**config.mk**
```make
export PLATFORM = sky130hd
export DESIGN_NAME = time_display_driver_flat
export DESIGN_NICKNAME = d
export VERILOG_FILES = /design/src/rtl/time_display_driver_if.sv /design/src/rtl/time_display_driver.sv /design/src/flat_wrapper.sv
export SDC_FILE = /design/constraint.sdc
export NUM_CORES = 1
export LEC_CHECK = 0
export CAP_MARGIN = 30
export CORE_MARGIN = 3
export CORE_UTILIZATION = 40
export CTS_CLUSTER_SIZE = 24
export DETAILED_ROUTE_END_ITERATION = 12
export PLACE_DENSITY = 0.61
export REMOVE_ABC_BUFFERS = 1
export SYNTH_ARGS = -nofsm -noshare
export SYNTH_HDL_FRONTEND = slang
export SYNTH_SLANG_ARGS = --single-unit
```
**constraint.sdc**
```tcl
create_clock -name clk -period 2.1 [get_ports clk]
set_input_delay 0.21 -clock clk [delete_from_list [all_inputs] [get_ports clk]]
set_output_delay 0.21 -clock clk [all_outputs]
set_load 0.01 [all_outputs]
```
**src/rtl/time_display_driver_if.sv**
```systemverilog
// Display-side bundle: packed time value and page select in, multiplexed
// common-anode 7-segment drive out.
interface time_display_driver_if;
    logic [26:0] in_time;
    logic        page_sw;
    logic [3:0]  an;
    logic [6:0]  seg;
    logic        dp;

    // Source of the time value / consumer of the pin drive
    modport master (output in_time, output page_sw, input an, input seg, input dp);
    // The display driver itself
    modport slave  (input in_time, input page_sw, output an, output seg, output dp);
endinterface

```
**src/rtl/time_display_driver.sv**
```systemverilog
// 4-digit time-multiplexed 7-segment driver. Once per display frame the
// selected pair of time fields is converted to BCD by a sequential
// double-dabble engine and committed to all four digit registers at once.
module time_display_driver #(
    parameter int REFRESH_DIV = 100000,
    parameter int CNT_W       = 17
) (
    input  logic                 clk,
    input  logic                 reset,
    time_display_driver_if.slave bus
);

    typedef enum logic [2:0] {
        IDLE    = 3'd0,
        LOAD    = 3'd1,
        SHIFT_A = 3'd2,
        SHIFT_B = 3'd3,
        COMMIT  = 3'd4
    } state_t;

    localparam logic [CNT_W-1:0] CNT_MAX = CNT_W'(REFRESH_DIV - 1);

    logic [CNT_W-1:0] refresh_cnt_r;
    logic [1:0]       digit_idx_r;
    logic             wrap_s;
    logic             frame_start_s;

    state_t           state_r;
    state_t           state_next_s;
    logic [3:0]       shift_cnt_r;
    logic [9:0]       bin_a_r;
    logic [9:0]       bin_b_r;
    logic [11:0]      bcd_a_r;
    logic [11:0]      bcd_b_r;
    logic             page_r;
    logic             clamp_r;
    logic [3:0][3:0]  digits_r;

    logic [3:0]       an_r;
    logic [6:0]       seg_r;
    logic             dp_r;

    // One double-dabble iteration: correct every nibble >= 5, then shift in the next bit
    function automatic logic [11:0] dabble_step(input logic [11:0] bcd, input logic bit_in);
        logic [11:0] adj;
        adj = bcd;
        for (int i = 0; i < 3; i++) begin
            if (adj[i*4 +: 4] >= 4'd5) begin
                adj[i*4 +: 4] = adj[i*4 +: 4] + 4'd3;
            end else begin
                adj[i*4 +: 4] = adj[i*4 +: 4];
            end
        end
        return {adj[10:0], bit_in};
    endfunction

    // Active-low {g,f,e,d,c,b,a} pattern; non-decimal codes blank the digit
    function automatic logic [6:0] seg_encode(input logic [3:0] code);
        logic [6:0] pat;
        case (code)
            4'd0:    pat = 7'b1000000;
            4'd1:    pat = 7'b1111001;
            4'd2:    pat = 7'b0100100;
            4'd3:    pat = 7'b0110000;
            4'd4:    pat = 7'b0011001;
            4'd5:    pat = 7'b0010010;
            4'd6:    pat = 7'b0000010;
            4'd7:    pat = 7'b1111000;
            4'd8:    pat = 7'b0000000;
            4'd9:    pat = 7'b0010000;
            default: pat = 7'b1111111;
        endcase
        return pat;
    endfunction

    assign wrap_s        = (refresh_cnt_r == CNT_MAX);
    assign frame_start_s = wrap_s && (digit_idx_r == 2'd3);

    // Refresh timebase and digit scan index
    always_ff @(posedge clk) begin
        if (reset) begin
            refresh_cnt_r <= '0;
            digit_idx_r   <= 2'd0;
        end else if (wrap_s) begin
            refresh_cnt_r <= '0;
            digit_idx_r   <= digit_idx_r + 2'd1;
        end else begin
            refresh_cnt_r <= refresh_cnt_r + CNT_W'(1);
        end
    end

    // Conversion FSM state register
    always_ff @(posedge clk) begin
        if (reset) begin
            state_r <= IDLE;
        end else begin
            state_r <= state_next_s;
        end
    end

    // Conversion FSM next-state: one LOAD, ten shifts per operand, one COMMIT
    always_comb begin
        state_next_s = state_r;
        case (state_r)
            IDLE: begin
                if (frame_start_s) begin
                    state_next_s = LOAD;
                end else begin
                    state_next_s = IDLE;
                end
            end
            LOAD:    state_next_s = SHIFT_A;
            SHIFT_A: begin
                if (shift_cnt_r == 4'd9) begin
                    state_next_s = SHIFT_B;
                end else begin
                    state_next_s = SHIFT_A;
                end
            end
            SHIFT_B: begin
                if (shift_cnt_r == 4'd9) begin
                    state_next_s = COMMIT;
                end else begin
                    state_next_s = SHIFT_B;
                end
            end
            COMMIT:  state_next_s = IDLE;
            default: state_next_s = IDLE;
        endcase
    end

    // Conversion datapath: snapshot, binary-to-BCD shifting, atomic digit commit
    always_ff @(posedge clk) begin
        if (reset) begin
            shift_cnt_r <= 4'd0;
            bin_a_r     <= 10'd0;
            bin_b_r     <= 10'd0;
            bcd_a_r     <= 12'd0;
            bcd_b_r     <= 12'd0;
            page_r      <= 1'b0;
            clamp_r     <= 1'b0;
            digits_r    <= '0;
        end else begin
            case (state_r)
                LOAD: begin
                    page_r      <= bus.page_sw;
                    clamp_r     <= bus.page_sw && (bus.in_time[9:0] > 10'd999);
                    bin_a_r     <= bus.page_sw ? {4'd0, bus.in_time[15:10]} : {5'd0, bus.in_time[26:22]};
                    bin_b_r     <= bus.page_sw ? bus.in_time[9:0] : {4'd0, bus.in_time[21:16]};
                    bcd_a_r     <= 12'd0;
                    bcd_b_r     <= 12'd0;
                    shift_cnt_r <= 4'd0;
                end
                SHIFT_A: begin
                    bcd_a_r     <= dabble_step(bcd_a_r, bin_a_r[9]);
                    bin_a_r     <= {bin_a_r[8:0], 1'b0};
                    shift_cnt_r <= (shift_cnt_r == 4'd9) ? 4'd0 : shift_cnt_r + 4'd1;
                end
                SHIFT_B: begin
                    bcd_b_r     <= dabble_step(bcd_b_r, bin_b_r[9]);
                    bin_b_r     <= {bin_b_r[8:0], 1'b0};
                    shift_cnt_r <= (shift_cnt_r == 4'd9) ? 4'd0 : shift_cnt_r + 4'd1;
                end
                COMMIT: begin
                    digits_r[3] <= bcd_a_r[7:4];
                    digits_r[2] <= bcd_a_r[3:0];
                    if (!page_r) begin
                        digits_r[1] <= bcd_b_r[7:4];
                        digits_r[0] <= bcd_b_r[3:0];
                    end else if (clamp_r) begin
                        digits_r[1] <= 4'd9;
                        digits_r[0] <= 4'd9;
                    end else begin
                        digits_r[1] <= bcd_b_r[11:8];
                        digits_r[0] <= bcd_b_r[7:4];
                    end
                end
                default: begin
                    shift_cnt_r <= shift_cnt_r;
                end
            endcase
        end
    end

    // Registered pin drive for the digit currently being scanned
    always_ff @(posedge clk) begin
        if (reset) begin
            an_r  <= 4'b1111;
            seg_r <= 7'b1111111;
            dp_r  <= 1'b1;
        end else begin
            an_r  <= ~(4'b0001 << digit_idx_r);
            seg_r <= seg_encode(digits_r[digit_idx_r]);
            dp_r  <= (digit_idx_r == 2'd2) ? 1'b0 : 1'b1;
        end
    end

    assign bus.an  = an_r;
    assign bus.seg = seg_r;
    assign bus.dp  = dp_r;

endmodule
```
**src/flat_wrapper.sv**
```systemverilog
// flat-port wrapper written by rule: the top's interface ports become plain ports
module time_display_driver_flat 
#(
    parameter int REFRESH_DIV = 100000,
    parameter int CNT_W       = 17
)
  (clk, reset, bus_in_time, bus_page_sw, bus_an, bus_seg, bus_dp);
  time_display_driver_if bus_i ();
  input  logic clk;
  input  logic reset;
  input wire logic [$bits(bus_i.in_time)-1:0] bus_in_time;
  input wire logic [$bits(bus_i.page_sw)-1:0] bus_page_sw;
  output wire logic [$bits(bus_i.an)-1:0] bus_an;
  output wire logic [$bits(bus_i.seg)-1:0] bus_seg;
  output wire logic [$bits(bus_i.dp)-1:0] bus_dp;
  assign bus_i.in_time = bus_in_time;
  assign bus_i.page_sw = bus_page_sw;
  assign bus_an = bus_i.an;
  assign bus_seg = bus_i.seg;
  assign bus_dp = bus_i.dp;
  time_display_driver #(.REFRESH_DIV(REFRESH_DIV), .CNT_W(CNT_W)) u_core (.clk(clk), .reset(reset), .bus(bus_i));
endmodule
```
Word-level counts from Yosys, hierarchy flattened
Memories as Yosys holds them, arrays and structs flattened. A register that Yosys moved wholly into a read port is not among the register bits.
Cells that the tools add are included.
W data, S select, Z words.
- memories: 1
- register bits after elaboration: 93
- output and inout port bits: 12
- input port bits: 30
- word-level logic and storage cells: 75
- bits in read-only memories: 112
- shifts and indexed selects: 1
- equality and inequality tests: 8
- reductions and logical operators: 8
- multiplexer cells: 23
- $add $sub $neg: 9
- bitwise gates (word level): 1
- $lt $le $gt $ge: 8
- memories (memory ; depth ; width ; read ports ; clocked after Yosys merged registers in ; wr ports ; RTL line ; source):
    (name not given) ; 16 ; 7 ; 1 ; 1 ; 0 ; time_display_driver.sv:60 ; case (code)
- operators by type and width (kind ; count):
    $pmux W12 S2 ; 2
    $pmux W10 S2 ; 2
    $ge A4 B3 Y1 const B ; 6
    $mux W4 ; 6
    $add A17 B1 Y17 const B ; 1
    $eq A17 B17 Y1 const B ; 1
    $add A4 B2 Y4 const B ; 4
    $mux W8 ; 2
    $pmux W3 S4 ; 1
    $gt A10 B10 Y1 const B ; 1
    $mux W10 ; 1
    $mux W3 ; 3
    $bmux W4 S2 ; 1
    $pmux W4 S2 ; 1
    $add A3 B2 Y3 const B ; 2
    $eq A3 B2 Y1 const B ; 2
    $mux W6 ; 1
    $reduce_bool A2 Y1 ; 3
    $add A4 B1 Y4 const B ; 1
    $eq A2 B2 Y1 const B ; 2
    $eq A4 B4 Y1 const B ; 1
    $not A4 Y4 ; 1
    $reduce_or A2 Y1 ; 2
    $shl A1 B2 Y4 const A ; 1
    7 further kinds ; 10

Logic depth before layout (Yosys ltp)
- depth in word-level cells: 4
- mapped depth: 8

Worst setup path after synthesis
OpenSTA, ideal clock, no wires.
- kind: reg-to-reg
- start: reg u_core.digit_idx_r[0]
- end: reg u_core.seg_r[3], in the netlist u_core.bus.seg[3]
- library setup time: 0.074 ns
- data required time: 2.026 ns
- stages on the path, launching flop included: 8
- buffers on the path: 1
- period minus slack after synthesis: 1.732 ns
- data arrival time: 1.658 ns
- slack: 0.368 ns
- cell sequence: dfxtp_1 > buf_6 > mux4_1 > inv_1 > ha_1 > inv_1 > mux2i_1 > o21ai_0
- word-level cells in the longest chain between the ends: 2
- RTL lines (element ; RTL line ; source):
    start, declared ; time_display_driver.sv:24 ; logic [1:0] digit_idx_r;
    start signal, assigned ; time_display_driver.sv:86 ; digit_idx_r <= digit_idx_r + 2'd1;
    $bmux W4 S2 ; time_display_driver.sv:193 ; seg_r <= seg_encode(digits_r[digit_idx_r]);
    $mux W4 (implied by the code) ; time_display_driver.sv:193 ;
    end, declared ; time_display_driver.sv:40 ; logic [6:0] seg_r;
Every way passes these cells. The select of a mux whose other input is x is not followed.
A chain may end at the register's enable or synchronous reset.

Final worst setup path
Same ends and word-level chain as after synthesis.

==> summary.md <==
| Metric | Value |
|---|---|
| Final #Nets | 619 |
| Max Slew Vio Count | 0 |
| PostCTS Resize Cnt | 0 |
| GRT Overall Usage | 15.4% |
| Post-synth EDFFs | 0 |
| Critical Path RT | 2.35 ns |
| Drt wl/cell | 13.3 microns |
| Detailed Place HPWL | 6800 microns |
| Hold Path Origin | reset |
| CP peak stage delay | 0.67 ns |
| Hold buffers post-CTS | 0 |
| Status | finished, final reports clean |
| Vias in the first global route | 3561 |
| DP Area | 0.00513 sq mm |
| Crit-path slowest cell | mux4_1 |
| Clk buf depth | 2 |
| IO buf count | 41 |
| Synthesis-to-layout area growth | 17.6% |
| Footprint of the multi-input gates | 0.00241 sq mm |
| Worst IR drop on VDD | 0.510 mV |
| Relative slew slack | 61.6% |
| First-pass GRT wire length | 16400 microns |
| Hold Path Depth | 2 |
| CTS Root Cell | clkbuf_16 |
| Largest net degree at the start of global routing | 34 |
| Final instance area | 0.00539 sq mm |
| Setup-failing EPs final | 0 |
| WHS Endpoint | u_core.digits_r[1] |
| H-Tree Level Count | 3 |
| Non-Filler Instances | 711 |
| Top delay family on crit path | multiplexers |
| Routed vias/inst | 5.14 |
| Die width | 113 microns |
| Placed instance count | 696 |
| CP Max Fanout | 5 |
| Primary FF master, synth | dfxtp_1 |
| Nature of the critical path startpoint | register |
| Max-cap viol count | 0 |
| DRC Markers | 0 |
| Share of post-route cells with drive strength above 1 | 8.06% |
| Pleak | 1.96 nW |
| Post-CTS setup buffer count | 0 |
| Antenna-violating nets left | 0 |
| Seq/Total Area, Yosys | 41.5% |
| Initial DRC count | 219 |
| R2R setup slack | 0.20 ns |
| Layout Skew | 0.00869 ns |
| FF+latch count, synth | 95 |
| Antenna violations before repair | 0 |
| Core Region | 0.0110 sq mm |
| Worst EP arrival | 2.15 ns |
| Pre-CTS setup slack | 0.218 ns |
| Crit path kind | reg -> reg |
| Slew @ Worst Pin | 0.571 ns |
| Ant diodes | 0 |
| Worst r2r path cells | 6 |
| Fill cells | 1091 |
| Grt ovf | 0 |
| TritonCTS Buffers | 9 |
| Ports | 42 |
| Pwr Density | 642 mW/mm^2 |
| Initial Util | 41.5% |
| Die Ht | 113 microns |
| RR Endpoint | u_core.bus.seg[3] |
| Post-Syn Instances | 534 |
| Placer Congestion | 0.780 |
| Min Tclk post-route | 1.90 ns |
| Buf+Inv Stages, Crit Path | 2 |
| Async set-reset flop share out of synthesis | 0% |
| Worst-skew pair later-pin latency | 0.34 ns |
| Critical Path End Type | register |
| CTS tree | built |
| CP Cell Sequence | mux4_1 -> inv_1 -> ha_1 -> inv_1 -> mux2i_1 -> o21ai_0 |
| Setup TNS | 0 ns |
| Utilization after layout | 48.9% |
| Max Fclk | 526 MHz |
| Hold Worst Slack | 0.201 ns |
| Pre-antenna DRT Iters | 4 |
| Yosys Warn Count | 0 |
| Sequential Area | 0.00190 sq mm |
| Syn avg cell area | 8.58 sq um |
| Worst-path clk slew | 0.06 ns |
| Most Frequent Cell on Critical Path | inv_1 |
| Endpoints failing hold | 0 |
| Die ar. | 0.0128 sq mm |
| HP Class | in -> reg |
| RSZ-0062 raised after global routing | no |
| Row cnt | 38 |
| Reg2reg start | u_core.digit_idx_r[0] |
| Synth unique cells | 51 |
| Final worst slack | 0.199 ns |
| Final period utilization | 90.5% |
| Vias after detailed routing | 3652 |
| Pwr Total | 3.46 mW |
| Synthesized cell area | 0.00458 sq mm |
| Clk sinks | 95 |
| Detailed Route WL | 9450 microns |
[cells in the mapped netlist, types with 3 or more instances]
| cell type | n | area, sq um |
|---|---|---|
| a21oi_1 | 45 | 225 |
| a221oi_1 | 3 | 26.3 |
| a22oi_1 | 15 | 113 |
| and3_1 | 4 | 25.0 |
| buf_2 | 9 | 45.0 |
| buf_4 | 4 | 30.0 |
| buf_6 | 3 | 33.8 |
| clkbuf_1 | 19 | 71.3 |
| dfxtp_1 | 95 | 1900 |
| ha_1 | 22 | 275 |
| inv_1 | 22 | 82.6 |
| mux2i_1 | 20 | 200 |
| nand2_1 | 57 | 214 |
| nand2b_1 | 10 | 62.6 |
| nand3_1 | 15 | 75.1 |
| nand4_1 | 4 | 25.0 |
| nor2_1 | 69 | 259 |
| nor2b_1 | 3 | 18.8 |
| nor3_1 | 14 | 70.1 |
| o211ai_1 | 12 | 90.1 |
| o21ai_0 | 22 | 110 |
| o221a_2 | 3 | 33.8 |
| o221ai_1 | 4 | 35.0 |
| xnor2_1 | 12 | 105 |
| xor2_1 | 13 | 114 |
[per-layer routing]
metal,track usage (%),up-vias,wire length (microns)
met3,4.44,14,328
met5,0,-,0
li1,-,1894,-
met1,20.0,1698,4690
met4,4.49,0,121
met2,24.9,46,4310
[cell families after synthesis]
| family | Yosys count | synth area share (%) |
|---|---|---|
| xor+xnor | 25 | 4.78 |
| simple gates | 195 | 20.0 |
| buf+inv | 58 | 5.82 |
| flops | 95 | 41.5 |
| fa+ha+maj | 22 | 6.01 |
| compound gates | 114 | 15.4 |
| mux | 25 | 6.42 |
[area by class of cell]
class / count / area share, %
Tap cell: 140 / 3.25
Clock inverter: 1 / 0.0929
Multi-Input combinational cell: 381 / 44.8
Sequential cell: 95 / 35.3
Inverter: 22 / 1.53
Timing Repair Buffer: 58 / 10.4
Clock buffer: 14 / 4.71
[sequential cells by signal (all words and copies together) (netlist names)]
name / count
u_core.clamp_r: 1
u_core.bin_b_r: 10
u_core.refresh_cnt_r: 17
u_core.digit_idx_r: 2
u_core.bus.seg: 7
u_core.bin_a_r: 10
u_core.page_r: 1
u_core.bus.an: 4
u_core.digits_r: 16
u_core.bcd_a_r: 8
u_core.shift_cnt_r: 4
u_core.state_r: 3
u_core.bcd_b_r: 12
[cells in the final DEF (no fill, tap or decap), types with 9 or more instances in the layout]
| master | instances |
|---|---|
| o211ai_1 | 12 |
| inv_1 | 22 |
| buf_4 | 15 |
| a22oi_1 | 15 |
| a21oi_1 | 45 |
| xor2_1 | 13 |
| nand2b_1 | 10 |
| nand2_1 | 57 |
| clkbuf_16 | 9 |
| nor2_1 | 69 |
| nor3_1 | 14 |
| nand3_1 | 15 |
| dfxtp_1 | 95 |
| mux2i_1 | 20 |
| ha_1 | 22 |
| o21ai_0 | 22 |
| xnor2_1 | 12 |
| clkdlybuf4s50_1 | 40 |
[how the worst max path moves through the flow]
stage                          start                 to  slack, ns  cells past startpoint
3_3_place_gp   u_core.digit_idx_r[0]  u_core.bus.seg[3]       0.33                      6
5_1_grt        u_core.digit_idx_r[0]  u_core.bus.seg[3]       0.05                      6
3_5_place_dp   u_core.digit_idx_r[0]  u_core.bus.seg[3]       0.22                      6
2_1_floorplan      u_core.state_r[2]  u_core.bcd_a_r[3]       0.17                      5
4_1_cts        u_core.digit_idx_r[0]  u_core.bus.seg[3]       0.15                      6
6_report       u_core.digit_idx_r[0]  u_core.bus.seg[3]       0.20                      6
[where the power goes]
group	internal [mW]	switching [mW]	total, mW	leakage [nW]
clock network	0.829	0.647	1.48	0.127
registers	1.81	0.00619	1.82	0.768
logic	0.0945	0.0687	0.163	1.06
total	2.74	0.722	3.46	1.96
Note: power is estimated with default switching activity, not from simulation.
